$ cat config.mk
export PLATFORM = sky130hd
export DESIGN_NAME = data_compare4_flat
export DESIGN_NICKNAME = d
export VERILOG_FILES = /design/src/rtl/data_compare4_if.sv /design/src/rtl/data_compare4.sv /design/src/flat_wrapper.sv
export SDC_FILE = /design/constraint.sdc
export NUM_CORES = 1
export LEC_CHECK = 0
export CAP_MARGIN = 20
export CORE_AREA = 10 10 47 49
export CTS_BUF_LIST = sky130_fd_sc_hd__clkbuf_16
export CTS_CLUSTER_DIAMETER = 80
export CTS_CLUSTER_SIZE = 30
export DETAILED_ROUTE_END_ITERATION = 8
export DIE_AREA = 0 0 57 59
export SLEW_MARGIN = 20
export SYNTH_ARGS = -nofsm -noshare
export SYNTH_HDL_FRONTEND = slang
export SYNTH_SLANG_ARGS = --single-unit
$ cat constraint.sdc
create_clock -name iClk -period 0.8 [get_ports iClk]
set_clock_uncertainty 0.15 [all_clocks]
set_input_delay 0.16 -clock iClk [delete_from_list [all_inputs] [get_ports iClk]]
set_output_delay 0.16 -clock iClk [all_outputs]
set_load 0.05 [all_outputs]
$ cat src/rtl/data_compare4_if.sv
// Operand, cascade and result bundle for one comparator stage.
// The master drives operands and the cascade code; the slave returns the registered result.
interface data_compare4_if #(
    parameter int DATA_WIDTH = 4
);
    logic [DATA_WIDTH-1:0] iData_a;
    logic [DATA_WIDTH-1:0] iData_b;
    logic [2:0]            iData;
    logic [2:0]            oData;

    // No valid/ready: every rising clock edge samples the inputs and produces a result one edge later.
    modport master (
        output iData_a,
        output iData_b,
        output iData,
        input  oData
    );

    modport slave (
        input  iData_a,
        input  iData_b,
        input  iData,
        output oData
    );
endinterface

$ cat src/rtl/data_compare4.sv
// Registered 4-bit magnitude comparator with 74LS85-style cascade inputs.
// Result codes are {A>B, A<B, A=B}; one register stage, no enable.
module data_compare4 #(
    parameter int DATA_WIDTH = 4
) (
    input  logic          iClk,
    input  logic          iRst_n,
    data_compare4_if.slave bus
);

    logic       a_gt_b;
    logic       a_lt_b;
    logic       found;
    logic [2:0] cascade_res;
    logic [2:0] next_res;

    // Scan from the MSB; the first differing bit decides the magnitude relation.
    always_comb begin
        a_gt_b = 1'b0;
        a_lt_b = 1'b0;
        found  = 1'b0;
        for (int i = DATA_WIDTH - 1; i >= 0; i--) begin
            if (!found && (bus.iData_a[i] != bus.iData_b[i])) begin
                found  = 1'b1;
                a_gt_b = bus.iData_a[i];
                a_lt_b = bus.iData_b[i];
            end
        end
    end

    // Equal operands defer to the lower stage; an asserted equal-in bit wins over everything.
    always_comb begin
        cascade_res = 3'b000;
        if (bus.iData[0]) begin
            cascade_res = 3'b001;
        end else begin
            case (bus.iData[2:1])
                2'b10:   cascade_res = 3'b100;
                2'b01:   cascade_res = 3'b010;
                2'b11:   cascade_res = 3'b000;
                default: cascade_res = 3'b110;
            endcase
        end
    end

    always_comb begin
        next_res = cascade_res;
        if (a_gt_b) begin
            next_res = 3'b100;
        end else if (a_lt_b) begin
            next_res = 3'b010;
        end
    end

    always_ff @(posedge iClk or negedge iRst_n) begin
        if (!iRst_n) begin
            bus.oData <= 3'b000;
        end else begin
            bus.oData <= next_res;
        end
    end

endmodule

$ cat src/flat_wrapper.sv
// flat-port wrapper written by rule: the top's interface ports become plain ports
module data_compare4_flat 
#(
    parameter int DATA_WIDTH = 4
)
  (iClk, iRst_n, bus_iData_a, bus_iData_b, bus_iData, bus_oData);
  data_compare4_if #(.DATA_WIDTH(DATA_WIDTH)) bus_i ();
  input  logic iClk;
  input  logic iRst_n;
  input wire logic [$bits(bus_i.iData_a)-1:0] bus_iData_a;
  input wire logic [$bits(bus_i.iData_b)-1:0] bus_iData_b;
  input wire logic [$bits(bus_i.iData)-1:0] bus_iData;
  output wire logic [$bits(bus_i.oData)-1:0] bus_oData;
  assign bus_i.iData_a = bus_iData_a;
  assign bus_i.iData_b = bus_iData_b;
  assign bus_i.iData = bus_iData;
  assign bus_oData = bus_i.oData;
  data_compare4 #(.DATA_WIDTH(DATA_WIDTH)) u_core (.iClk(iClk), .iRst_n(iRst_n), .bus(bus_i));
endmodule
==> impl_results.md, run 1 <==
- Average cell area after synthesis: 8.73 µm²
- Rows: 14
- CP max stage cell: a311o_1
- DIE AREA: 3360 µm²
- Largest regs: u_core.bus.oData (3)
- Fin. Hold Viols: 3
- Vias: 391
- Root Driver: clkbuf_16
- Pleak: 0.345 nW
- Max-slew headroom: 74.1%
- CTS sink cnt: 3
- Antenna cells: 0
- Worst-path maximum fanout: 2
- Hpwl dp: 793 µm
- Kind of cell adding the most delay to the critical path: compound AO/OA/AOI/OAI gates
- Peak supply drop: between 600 and 700 µV
- CP bufs+invs: 1
- Comb pwr share: 33.0%
- Synth warn: 0
- Max capacitance violation total: 0
- Post-route DRC violation count: 0
- Crit-path most repeated cell: nand2b_4
- Final setup viols: 6
- Synth unique cells: 23
- First-pass GRT wire length: roughly 1.8 mm
- Post-synthesis sequential area ratio: between 20 and 25%
- Sw Share: 25.0%
- Avg WL per Cell: 11.7 µm
- Final Cycle Share: 163%
- F_max: 768 MHz
- CTS tree: built
- Data arrival, critical path: 1.25 ns
- 1st-iter DRT viols: 1
- Hold Slack: -0.0293 ns
- DP Area: about 600 µm²
- Syn nets: 54
- Worst EP required: 0.75 ns
- Int Power: 1.09 mW
- Worst-path clk slew: 0.03 ns
- Crit. End Element: register
- Die Span X: 57 µm
- Critical path class: in2reg
- Worst path max stage delay: roughly 0.32 ns
- Placed Cells: 76
- Overall routing resource usage: under 10%
- H-Tree Depth: 1
- Drt first pass iters: 2
- Largest net degree at the start of global routing: 7
- GRT overflow: 0
- Clock network power share: 53.4%
- Post-synthesis cell count: 39
- Largest Register: u_core.bus.oData
- RSZ-0062 raised after global routing: true
- Worst slew pin tran: between 0.3 and 0.4 ns
- #FFs+latches synth: 3
- GP Congestion: roughly 0.69
- Maximum clock path buffer count: 2
- Cell Area, Synth: ~340 µm²
- Startpoint types: input pin
- Chip Height: just under 60 µm
- Min-Delay Path Class: in2async
- Final Max Tran Viols: 0
- Synth-to-Final Area Change: 117%
- Power Dens Cells: 1980 nW/µm²
- Port Buffers: 15
- Max reg flops: 3
- Post-Layout Inst Area: 738 µm²
- Switching power: between 0.3 and 0.4 mW
- Core Area: 1400 µm²
- Final ANT Viol Nets: 0
- Antenna violations before repair: 0
- Vias in the first global route: 444
- Via-to-Cell Ratio: roughly 4.7
- Failing checks: negative hold slack, negative setup slack
- Final Worst Setup Slack: -0.502 ns
- Min cycle time layout: approximately 1.3 ns
- Cts bufs inserted: 3
- DRT Wirelength: ~980 µm
- Ports: 16
- Starting density of the core: between 20% and 30%
- Seq pwr share: 13.5%
- Layout cell share with drive strength beyond 1: 61.8%
- Layout Cells excl Fill: 84
- NumNets Final: 84
- Cell chain of the critical path: clkdlybuf4s15_1 -> nand2b_4 -> maj3_2 -> nand2b_4 -> a311o_1
- Status: finished, violations left
==> final cells by class <==
cell class | instances | area, µm²
fillers | 139 | 663
multi-input cells | 30 | 284
repair buffers | 25 | 253
flip-flops and latches | 3 | 77.6
clock buffers | 3 | 75.1
inverters | 6 | 25.0
well taps | 16 | 20.0
clock inverters | 1 | 3.75
==> cells in the final DEF (no fill, tap or decap), types with 3 or more instances in the layout <==
cell,n
buf_12,3
buf_4,9
clkbuf_16,3
clkdlybuf4s50_1,4
inv_1,4
nand2b_4,4
==> through the flow <==
step / setup slack, ns / setup TNS [ns] / util [%] / power, mW / hold slack, ns
5_1_grt: -0.530 / -2.45 / 52.7 / 1.53 / -0.0141
4_1_cts: -0.555 / -2.32 / 51.4 / 1.46 / -0.0261
2_1_floorplan: -0.557 / -1.58 / - / 0.410 / -0.286
6_report: -0.502 / -2.26 / 52.7 / 1.46 / -0.0293
3_5_place_dp: -1.17 / -3.48 / 43.1 / 0.642 / 0.206
3_3_place_gp: -1.14 / -3.43 / 43.1 / 0.639 / 0.206
==> cells by family (layout without fill, tap and decap cells) <==
group                      count (synthesis)  after routing  share of synthesized area, %
buffers and inverters                      6             35                          6.62
adders and majority gates                  3              3                          10.7
DFF                                        3              3                          22.1
AOI/OAI and AO/OA                         12             12                          26.5
xor gates and xnor gates                   1              1                          2.57
and+or+nand+nor                           14             14                          31.6
==> worst paths after layout <==
kind / start / slack, ns / to / depth (start not counted)
max in group asynchronous: iRst_n / 0.37 / u_core.bus.oData[1]$_DFF_PN0_ / 1
max: bus_iData_a[0] / -0.50 / u_core.bus.oData[2]$_DFF_PN0_ / 5
min: iRst_n / -0.03 / u_core.bus.oData[2]$_DFF_PN0_ / 1
min in group iClk: bus_iData_b[0] / 0.40 / u_core.bus.oData[1]$_DFF_PN0_ / 5
==> per-layer routing <==
layer  vias to the layer above  GRT usage (%)  part of all wire (%)
met1                       183           6.15                    40
met3                         0           2.79                   4.4
li1                        199              -                     -
met5                         -              0                     0
met2                         9           11.9                    55
met4                         0           4.03                     0
==> power groups by stage <==
stage	Clock, mW	Sequential [mW]	Combinational [mW]
after detailed placement	0	0.200	0.442
after global placement	0	0.198	0.441
after global routing	0.817	0.201	0.513
after floorplan	0	0.269	0.141
final	0.779	0.197	0.482
after CTS	0.793	0.198	0.466
==> cells in the mapped netlist (all sizes together) <==
cell	number	area (µm²)
nor4b	1	15.0
xnor2	1	8.76
or2	1	6.26
maj3	1	11.3
nor2	1	3.75
inv	6	22.5
o21ai	2	10.0
ha	2	25.0
nand2b	4	40.0
a32o	1	10.0
and3	1	11.3
nand2	2	7.51
dfrtp	3	75.1
a21oi	2	10.0
a311o	1	10.0
nor2b	3	18.8
o211ai	2	15.0
a311oi	1	15.0
a31oi	2	12.5
nand3	1	5.00
a22oi	1	7.51
==> timing repair <==
action	in CTS	in global routing
setup endpoints to repair	6	6
pin swaps	8	4
resized for setup	30	9
setup buffers	3	1
endpoints found under the hold margin	3	3
(Power assumes the default switching activity.)
==> run 2: changes to the inputs <==
- PLACE_DENSITY_LB_ADDON: not set -> 0.05
==> impl_results.md, run 2 (synthesis results as in run 1) <==
- Status: finished, violations left
- Failing checks: negative hold slack, negative setup slack
- Worst-path maximum fanout: 6 (+4)
- Vias in the first global route: 394 (-11%)
- Rows: 14 (unchanged)
- Largest Register: u_core.bus.oData
- DRT Wirelength: 1.05 mm (+7.2%)
- Clock network power share: 53.4% (about the same)
- Starting density of the core: 24.3% (unchanged)
- Cell chain of the critical path: buf_8 -> inv_4 -> ha_4 -> and3_4 -> a32o_2 -> buf_6 -> a311oi_2
- Worst Setup SP: bus_iData_b[3]
- Final Worst Setup Slack: -0.467 ns (+0.0341 ns)
- Worst-path clk slew: 0.03 ns (about the same)
- Fin. Hold Viols: 3 (unchanged)
- Power Dens Cells: 2030 nW/µm² (+3.0%)
- Cts bufs inserted: 3 (unchanged)
- Worst EP required: 0.78 ns (+0.03 ns)
- Core Area: 1400 µm² (unchanged)
- CP max stage cell: a32o_2
- Layout cell share with drive strength beyond 1: 64.6% (+2.9 points)
- Int Power: 1.09 mW (-0.39%)
- Final setup viols: 6 (unchanged)
- Max capacitance violation total: 0 (unchanged)
- Root Driver: clkbuf_16
- Largest regs: u_core.bus.oData (3)
- Ports: 16 (unchanged)
- F_max: 789 MHz (+2.7%)
- DIE AREA: 3360 µm² (unchanged)
- Pleak: 0.341 nW (-1.1%)
- Sw Share: 25.8% (+0.82 points)
- Synth-to-Final Area Change: 112%
- Via-to-Cell Ratio: 4.69 (+0.79%)
- First-pass GRT wire length: 1.70 mm (-5.0%)
- Dpl ws: -1.16 ns (+0.00754 ns)
- Hpwl dp: 802 µm (+1.2%)
- Startpoint types: input pin
- Worst slew pin tran: 0.323 ns (-0.0655 ns)
- Largest net degree at the start of global routing: 7 (unchanged)
- Data arrival, critical path: 1.24 ns (about the same)
- Worst Setup EP: u_core.bus.oData[1]$_DFF_PN0_
- Vias: 380 (-2.8%)
- GP Congestion: 0.764 (+11%)
- CP bufs+invs: 3 (+2)
- Port Buffers: 15 (unchanged)
- Avg WL per Cell: 13.0 µm (+11%)
- Setup TNS: -2.13 ns (+0.131 ns)
- Switching power: 0.379 mW (+4.0%)
- Commonest non-fill, non-tap cell in the layout: buf_4
- Min cycle time layout: 1.27 ns (-0.0341 ns)
- Chip Height: 59 µm (unchanged)
- RSZ-0062 raised after global routing: true
- CTS sink cnt: 3 (unchanged)
- GRT overflow: 0 (unchanged)
- Antenna cells: 0 (unchanged)
- Worst path max stage delay: 0.27 ns (-0.05 ns)
- Kind of cell adding the most delay to the critical path: compound AO/OA/AOI/OAI gates
- Die Span X: 57 µm (unchanged)
- Post-route DRC violation count: 0 (unchanged)
- Final Cycle Share: 158% (-4.3 points)
- Final ANT Viol Nets: 0 (unchanged)
- H-Tree Depth: 1 (unchanged)
- Final Max Tran Viols: 0 (unchanged)
- Overall routing resource usage: 6.32% (-0.33 points)
- CTS tree: built
- Max-slew headroom: 78.3% (+4.1 points)
- Antenna violations before repair: 0 (unchanged)
- NumNets Final: 81 (-3.6%)
- Hold Slack: -0.0271 ns (+0.00219 ns)
- Cell depth of the worst setup path: 7 (+2)
- Peak supply drop: 964 µV (+60%)
- Seq pwr share: 13.4% (about the same)
- Most frequent cells in the layout: buf_4, inv_1, nand2b_4, clkdlybuf4s50_1, buf_2
- Min-Delay Path Class: in2async
- Crit. End Element: register
- Max reg flops: 3 (unchanged)
- Comb pwr share: 33.2% (+0.2 points)
- Maximum clock path buffer count: 2 (unchanged)
- 1st-iter DRT viols: 7 (+6)
- Critical path class: in2reg
- Drt first pass iters: 3 (+1)
run 2: layout make-up:
type	instances	area [µm²]
Clock buffer	3	75.1
Clock inverter	1	3.75
Fill cell	141	679
Inverter	6	25.0
Multi-Input combinational cell	30	308
Sequential cell	3	77.6
Tap cell	16	20.0
Timing Repair Buffer	22	213
run 2: power by group through the flow:
stage	clock network (mW)	registers, mW	logic [mW]
2_1_floorplan	0	0.269	0.141
3_3_place_gp	0	0.198	0.435
3_5_place_dp	0	0.199	0.440
4_1_cts	0.795	0.197	0.469
5_1_grt	0.824	0.198	0.521
6_report	0.784	0.197	0.488
run 2: through the flow:
stage	instance area (µm²)	cells	total power [mW]	utilization, %	hold slack, ns
finish	722	81	1.47	51.5	-0.0271
global route	722	81	1.54	51.5	-0.0195
CTS	712	81	1.46	50.8	-0.0317
detailed placement	597	75	0.639	42.6	0.201
global placement	597	75	0.633	42.6	0.201
floorplan	359	39	0.410	-	-0.286
run 2: worst min path at each step:
stage          startpoint                             to  slack (ns)
3_3_place_gp       iRst_n  u_core.bus.oData[2]$_DFF_PN0_        0.20
5_1_grt            iRst_n  u_core.bus.oData[0]$_DFF_PN0_       -0.02
6_report           iRst_n  u_core.bus.oData[0]$_DFF_PN0_       -0.03
4_1_cts            iRst_n  u_core.bus.oData[0]$_DFF_PN0_       -0.03
2_1_floorplan      iRst_n  u_core.bus.oData[0]$_DFF_PN0_       -0.29
3_5_place_dp       iRst_n  u_core.bus.oData[2]$_DFF_PN0_        0.20
run 2: timing repair:
action / CTS / global route
pin swaps: 6 / 7
gates resized for setup: 37 / 9
buffers inserted: 2 / 0
endpoints found under the setup margin: 6 / 6
hold endpoints to repair: 3 / 3
run 2: routing by layer:
| layer | routed length (µm) | up-vias | GRT usage, % |
|---|---|---|---|
| li1 | - | 194 | - |
| met1 | 418 | 166 | 6.32 |
| met2 | 508 | 17 | 10.2 |
| met3 | 110 | 3 | 3.86 |
| met4 | 15 | 0 | 3.02 |
| met5 | 0 | - | 0 |
